==> src/rtl/ahb_default_pkg.sv <==
// ahb_default_pkg: shared AHB encodings and responder FSM states.
package ahb_default_pkg;
    localparam logic [1:0] HTRANS_IDLE   = 2'b00;
    localparam logic [1:0] HTRANS_BUSY   = 2'b01;
    localparam logic [1:0] HTRANS_NONSEQ = 2'b10;
    localparam logic [1:0] HTRANS_SEQ    = 2'b11;
    localparam logic [1:0] HRESP_OKAY    = 2'b00;
    localparam logic [1:0] HRESP_ERROR   = 2'b01;
    typedef enum logic [1:0] {
        ST_IDLE = 2'd0,
        ST_ERR1 = 2'd1,
        ST_ERR2 = 2'd2
    } state_e;
endpackage

==> src/rtl/ahb_err_log.sv <==
// ahb_err_log: saturating access counter, address/direction capture and irq.
module ahb_err_log #(
    parameter int ADDR_WIDTH = 32,
    parameter int CNT_WIDTH  = 8
) (
    input  logic                  clk,
    input  logic                  rst_n,
    input  logic                  accept,
    input  logic [ADDR_WIDTH-1:0] haddr,
    input  logic                  hwrite,
    input  logic                  err_clr,
    output logic [CNT_WIDTH-1:0]  err_count,
    output logic [ADDR_WIDTH-1:0] err_addr,
    output logic                  err_write,
    output logic                  err_irq
);
    logic [CNT_WIDTH-1:0]  count_q, count_d;
    logic [ADDR_WIDTH-1:0] addr_q, addr_d;
    logic                  write_q, write_d, irq_q, irq_d;
    // A coincident transfer overrides the clear: count restarts at one.
    always_comb begin
        count_d = accept ? (err_clr ? CNT_WIDTH'(1) : (&count_q ? count_q : count_q + 1'b1))
                         : (err_clr ? '0 : count_q);
        addr_d  = accept ? haddr : (err_clr ? '0 : addr_q);
        write_d = accept ? hwrite : (err_clr ? 1'b0 : write_q);
        irq_d   = count_q != '0;
    end
    always_ff @(posedge clk or negedge rst_n) begin
        if (!rst_n) begin
            count_q <= '0;
            addr_q  <= '0;
            write_q <= 1'b0;
            irq_q   <= 1'b0;
        end else begin
            count_q <= count_d;
            addr_q  <= addr_d;
            write_q <= write_d;
            irq_q   <= irq_d;
        end
    end
    assign err_count = count_q;
    assign err_addr  = addr_q;
    assign err_write = write_q;
    assign err_irq   = irq_q;
endmodule

==> src/rtl/ahb_default_responder.sv <==
// ahb_default_responder: AHB default slave giving two-cycle ERROR or zero-wait OKAY,
// with a log of accepted accesses.
module ahb_default_responder
    import ahb_default_pkg::*;
#(
    parameter int                    ADDR_WIDTH   = 32,
    parameter int                    DATA_WIDTH   = 32,
    parameter int                    RESP_MODE    = 1,
    parameter logic [DATA_WIDTH-1:0] READ_PATTERN = '0,
    parameter int                    CNT_WIDTH    = 8
) (
    input  logic                  HCLK,
    input  logic                  HRESETn,
    input  logic                  HSEL,
    input  logic [ADDR_WIDTH-1:0] HADDR,
    input  logic [1:0]            HTRANS,
    input  logic                  HWRITE,
    input  logic [2:0]            HSIZE,
    input  logic [2:0]            HBURST,
    input  logic [DATA_WIDTH-1:0] HWDATA,
    input  logic                  HREADYin,
    input  logic                  err_clr,
    output logic [DATA_WIDTH-1:0] HRDATA,
    output logic [1:0]            HRESP,
    output logic                  HREADYout,
    output logic [CNT_WIDTH-1:0]  err_count,
    output logic [ADDR_WIDTH-1:0] err_addr,
    output logic                  err_write,
    output logic                  err_irq
);
    state_e                state_q, state_d;
    logic                  hready_q, hready_d;
    logic [1:0]            hresp_q, hresp_d;
    logic [DATA_WIDTH-1:0] hrdata_q, hrdata_d;
    logic                  accept;
    logic                  unused_ok;
    assign accept    = HSEL & HREADYin & HTRANS[1];
    assign unused_ok = ^{HSIZE, HBURST, HWDATA, HTRANS[0]};
    // Outputs are decoded from the next state so they come straight from flops.
    always_comb begin
        state_d  = (state_q == ST_ERR1) ? ST_ERR2 : ((accept && RESP_MODE != 0) ? ST_ERR1 : ST_IDLE);
        hready_d = state_d != ST_ERR1;
        hresp_d  = (state_d == ST_IDLE) ? HRESP_OKAY : HRESP_ERROR;
        hrdata_d = (RESP_MODE == 0 && accept && !HWRITE) ? READ_PATTERN : '0;
    end
    always_ff @(posedge HCLK or negedge HRESETn) begin
        if (!HRESETn) begin
            state_q  <= ST_IDLE;
            hready_q <= 1'b1;
            hresp_q  <= HRESP_OKAY;
            hrdata_q <= '0;
        end else begin
            state_q  <= state_d;
            hready_q <= hready_d;
            hresp_q  <= hresp_d;
            hrdata_q <= hrdata_d;
        end
    end
    assign HREADYout = hready_q;
    assign HRESP     = hresp_q;
    assign HRDATA    = hrdata_q;
    ahb_err_log #(
        .ADDR_WIDTH (ADDR_WIDTH),
        .CNT_WIDTH  (CNT_WIDTH)
    ) u_log (
        .clk       (HCLK),
        .rst_n     (HRESETn),
        .accept    (accept),
        .haddr     (HADDR),
        .hwrite    (HWRITE),
        .err_clr   (err_clr),
        .err_count (err_count),
        .err_addr  (err_addr),
        .err_write (err_write),
        .err_irq   (err_irq)
    );
endmodule

==> config.mk <==
export PLATFORM = sky130hd
export DESIGN_NAME = ahb_default_responder
export DESIGN_NICKNAME = d
export VERILOG_FILES = /design/src/rtl/ahb_default_pkg.sv /design/src/rtl/ahb_err_log.sv /design/src/rtl/ahb_default_responder.sv
export SDC_FILE = /design/constraint.sdc
export NUM_CORES = 1
export LEC_CHECK = 0
export BUFFER_PORTS_ARGS = -buffer_cell sky130_fd_sc_hd__clkbuf_2
export CORE_AREA = 2 2 90 75
export CTS_CLUSTER_SIZE = 8
export DETAILED_ROUTE_END_ITERATION = 6
export DIE_AREA = 0 0 92 77
export PLACE_DENSITY = 0.79
export SYNTH_ARGS = -nofsm -noshare
export SYNTH_HDL_FRONTEND = slang
export SYNTH_HIERARCHICAL = 1
export SYNTH_SLANG_ARGS = --single-unit
==> constraint.sdc <==
create_clock -name HCLK -period 2.1 [get_ports HCLK]
set_input_delay 0.21 -clock HCLK [delete_from_list [all_inputs] [get_ports HCLK]]
set_output_delay 0.21 -clock HCLK [all_outputs]
set_load 0.02 [all_outputs]
==> impl_metrics.ini <==
[logic_synthesis]
syn_inst = 176
netlist_top_cells_count = 45 x dfrtp_1, 33 x a22o_1, 33 x buf_4
yosys.area.top_type = dfrtp_1
synth-edff-count = 0
synth_area_leaders = dfrtp_1 53%, a22o_1 14%, buf_4 12%, buf_2 1.7%, mux2_4 1.4%
synth_ff_type = dfrtp_1
ys_warn_count = 6
ys_ff_latch = 46
yosysMostFrequentCell = dfrtp_1
syn_avg_cell_area_um2 = 12.0
ys_types = 35
syn-cell-area_um2 = 2110
ys_async_sr_fraction_pct = 100
ys_seq_area_share_pct = 54.6
synthDominantCellAreaShare_pct = 53.4

[worst_hold_path]
hold_path_depth = 2
worstHoldStart = HADDR[24]
hp-class = in -> reg
min_to = u_log/err_addr[24]

[clock_network]
cts_setup_buffers = 0
clk_pin_slew_ns = 0.09
cts_buffer_depth = 2
cts_resized = 0
cts_sinks = 46
cts-root-buf = clkbuf_8
htree_levels = 2
tritoncts = done
cts-hold-fix-buffers = 1
clk_latency_ns = 0.29
numCtsBuffers = 5

[sta]
drv_slew = 0
hold_violations = 0
fin_skew_ns = 0.00177
rsz0062_at_grt = no
fin_tns_setup_ns = 0
hold_ws_ns = 0.145
setup_ws_ns = 0.413
final-setup-viol-count = 0
post-route-min-period_ns = 1.69
finalCritPeriodShare_pct = 80.3
fmax_mhz = 593

[power]
peakVddDrop_mv = 0.339
p_leak_nw = 1.41
powerDensity_nw_per_um2 = 681

[finish]
drive_above_1_share_pct = 40.6
postLayoutCoreUtil_pct = 42.0
area_growth_pct = 23.1
num_antenna_cells = 0
final_area_um2 = 2600
n_fill_cell = 602
final_nets = 340

[worst_setup_path]
r2r_slack_ns = 0.41
worstReg2RegStart = u_log/err_count[1]
crit_required_ns = 2.29
path_class = reg -> reg
reg2reg_to = u_log/err_count[5]
crit_path_end_kind = flop
cp.arrival_ns = 1.87
worstPathMaxFanout = 6
crit_path_start_kind = flop
ff2ff_path_depth = 4

[run_status]
status = completed

[route]
met3WireLength_um = 353
vias_per_cell = 4.44
dr.pass1.iters = 4
wire_per_inst_um = 12.5
drc = 0
drt-total-wl_um = 4320
routed.top_layer = met3
met1Wirelength_um = 1920
wl_met2_um = 2040
ant_nets = 0
dr.first_iter.drc_count = 48
vias = 1532

[place]
place_ws_ns = 0.441
portBuffers = 82
place.gp.congestion = 0.751
placed_area_um2 = 2500
dp_hpwl_um = 3260

[global_route]
grtUsageTotal_pct = 12.2
first_global_vias = 1446
grt_overflow = 0
grt_max_degree = 29
grt_pass1_wl_um = 6890
antenna_found_initial = 0

[run]
maxCapViolCount = 0

[die]
die_h_um = 77
num_rows = 26
start_util_pct = 34.1
die_w_um = 92
io_pins = 155
die_area_um2 = 7080
core_um2 = 6180
==> critical path, stage by stage (launching register included) <==
cell      delay (ns)
dfrtp_1         0.46
ha_1            0.27
and3_1          0.26
a211oi_2        0.28
mux2_4          0.32
==> through the flow <==
stage / total power [mW] / std cells
after floorplan: 1.18 / 208
after global placement: 1.25 / 336
after detailed placement: 1.26 / 336
after CTS: 1.80 / 345
after global routing: 1.86 / 345
final: 1.77 / 345
==> sequential cells by signal, indices dropped and copies added (netlist names) <==
name,count
u_log/err_write,1
u_log/err_irq,1
state_q,2
u_log/err_addr,32
u_log/err_count,8
HREADYout,1
HRESP,1
==> worst max path at each step <==
stage | slack (ns) | cells past startpoint | endpoint | from
floorplan | 0.43 | 4 | u_log/err_count[5] | u_log/err_count[0]
global placement | 0.46 | 4 | u_log/err_count[5] | u_log/err_count[1]
detailed placement | 0.44 | 4 | u_log/err_count[5] | u_log/err_count[1]
CTS | 0.42 | 4 | u_log/err_count[5] | u_log/err_count[1]
global route | 0.31 | 4 | u_log/err_count[5] | u_log/err_count[1]
finish | 0.41 | 4 | u_log/err_count[5] | u_log/err_count[1]
==> layout by cell type, fill, tap and decap left out, drive strengths merged <==
cell / n
clkinvlp: 1
clkbuf: 87
a211o: 1
nor3: 2
dlygate4sd3: 1
a21oi: 6
dfrtp: 45
a311oi: 1
nand4: 3
nand2: 4
mux2: 2
mux2i: 1
nor2b: 2
conb: 33
clkinv: 2
o21bai: 1
a21boi: 1
nand2b: 3
nor2: 4
dfstp: 1
buf: 5
nand3: 4
a211oi: 3
inv: 6
a22o: 33
and4: 2
nor3b: 2
and3: 1
nor4b: 2
ha: 2
==> routing by layer <==
metal,GRT usage [%],vias to the layer above
li1,-,730
met1,16.6,723
met2,19.6,79
met3,3.34,0
met4,2.24,0
met5,0,-
==> logic make-up (layout without fill, tap and decap cells) <==
| logic type | after synthesis | count (layout) | synth area share [%] |
|---|---|---|---|
| compound gates | 46 | 46 | 18.1 |
| simple gates | 29 | 29 | 8.60 |
| mux | 3 | 3 | 1.90 |
| buf+inv | 49 | 102 | 15.4 |
| flops | 46 | 46 | 54.6 |
| other cells | 1 | 33 | 0.178 |
| fa+ha+maj | 2 | 2 | 1.19 |
==> power breakdown <==
part           internal [mW]  switching [mW]  leakage, nW
Sequential             0.927          0.0221        0.621
Clock                  0.234           0.293       0.0441
Combinational         0.0976           0.196        0.743
==> area by class of cell <==
| class | count | area [um^2] | share of cell area, % |
|---|---|---|---|
| clock buffers | 5 | 68.8 | 2.65 |
| clock inverters | 3 | 21.3 | 0.819 |
| inverters | 6 | 22.5 | 0.867 |
| multi-input cells | 113 | 756 | 29.1 |
| flip-flops and latches | 46 | 1150 | 44.4 |
| well taps | 84 | 105 | 4.05 |
| repair buffers | 88 | 470 | 18.1 |
Note: power is estimated with default switching activity, not from simulation.
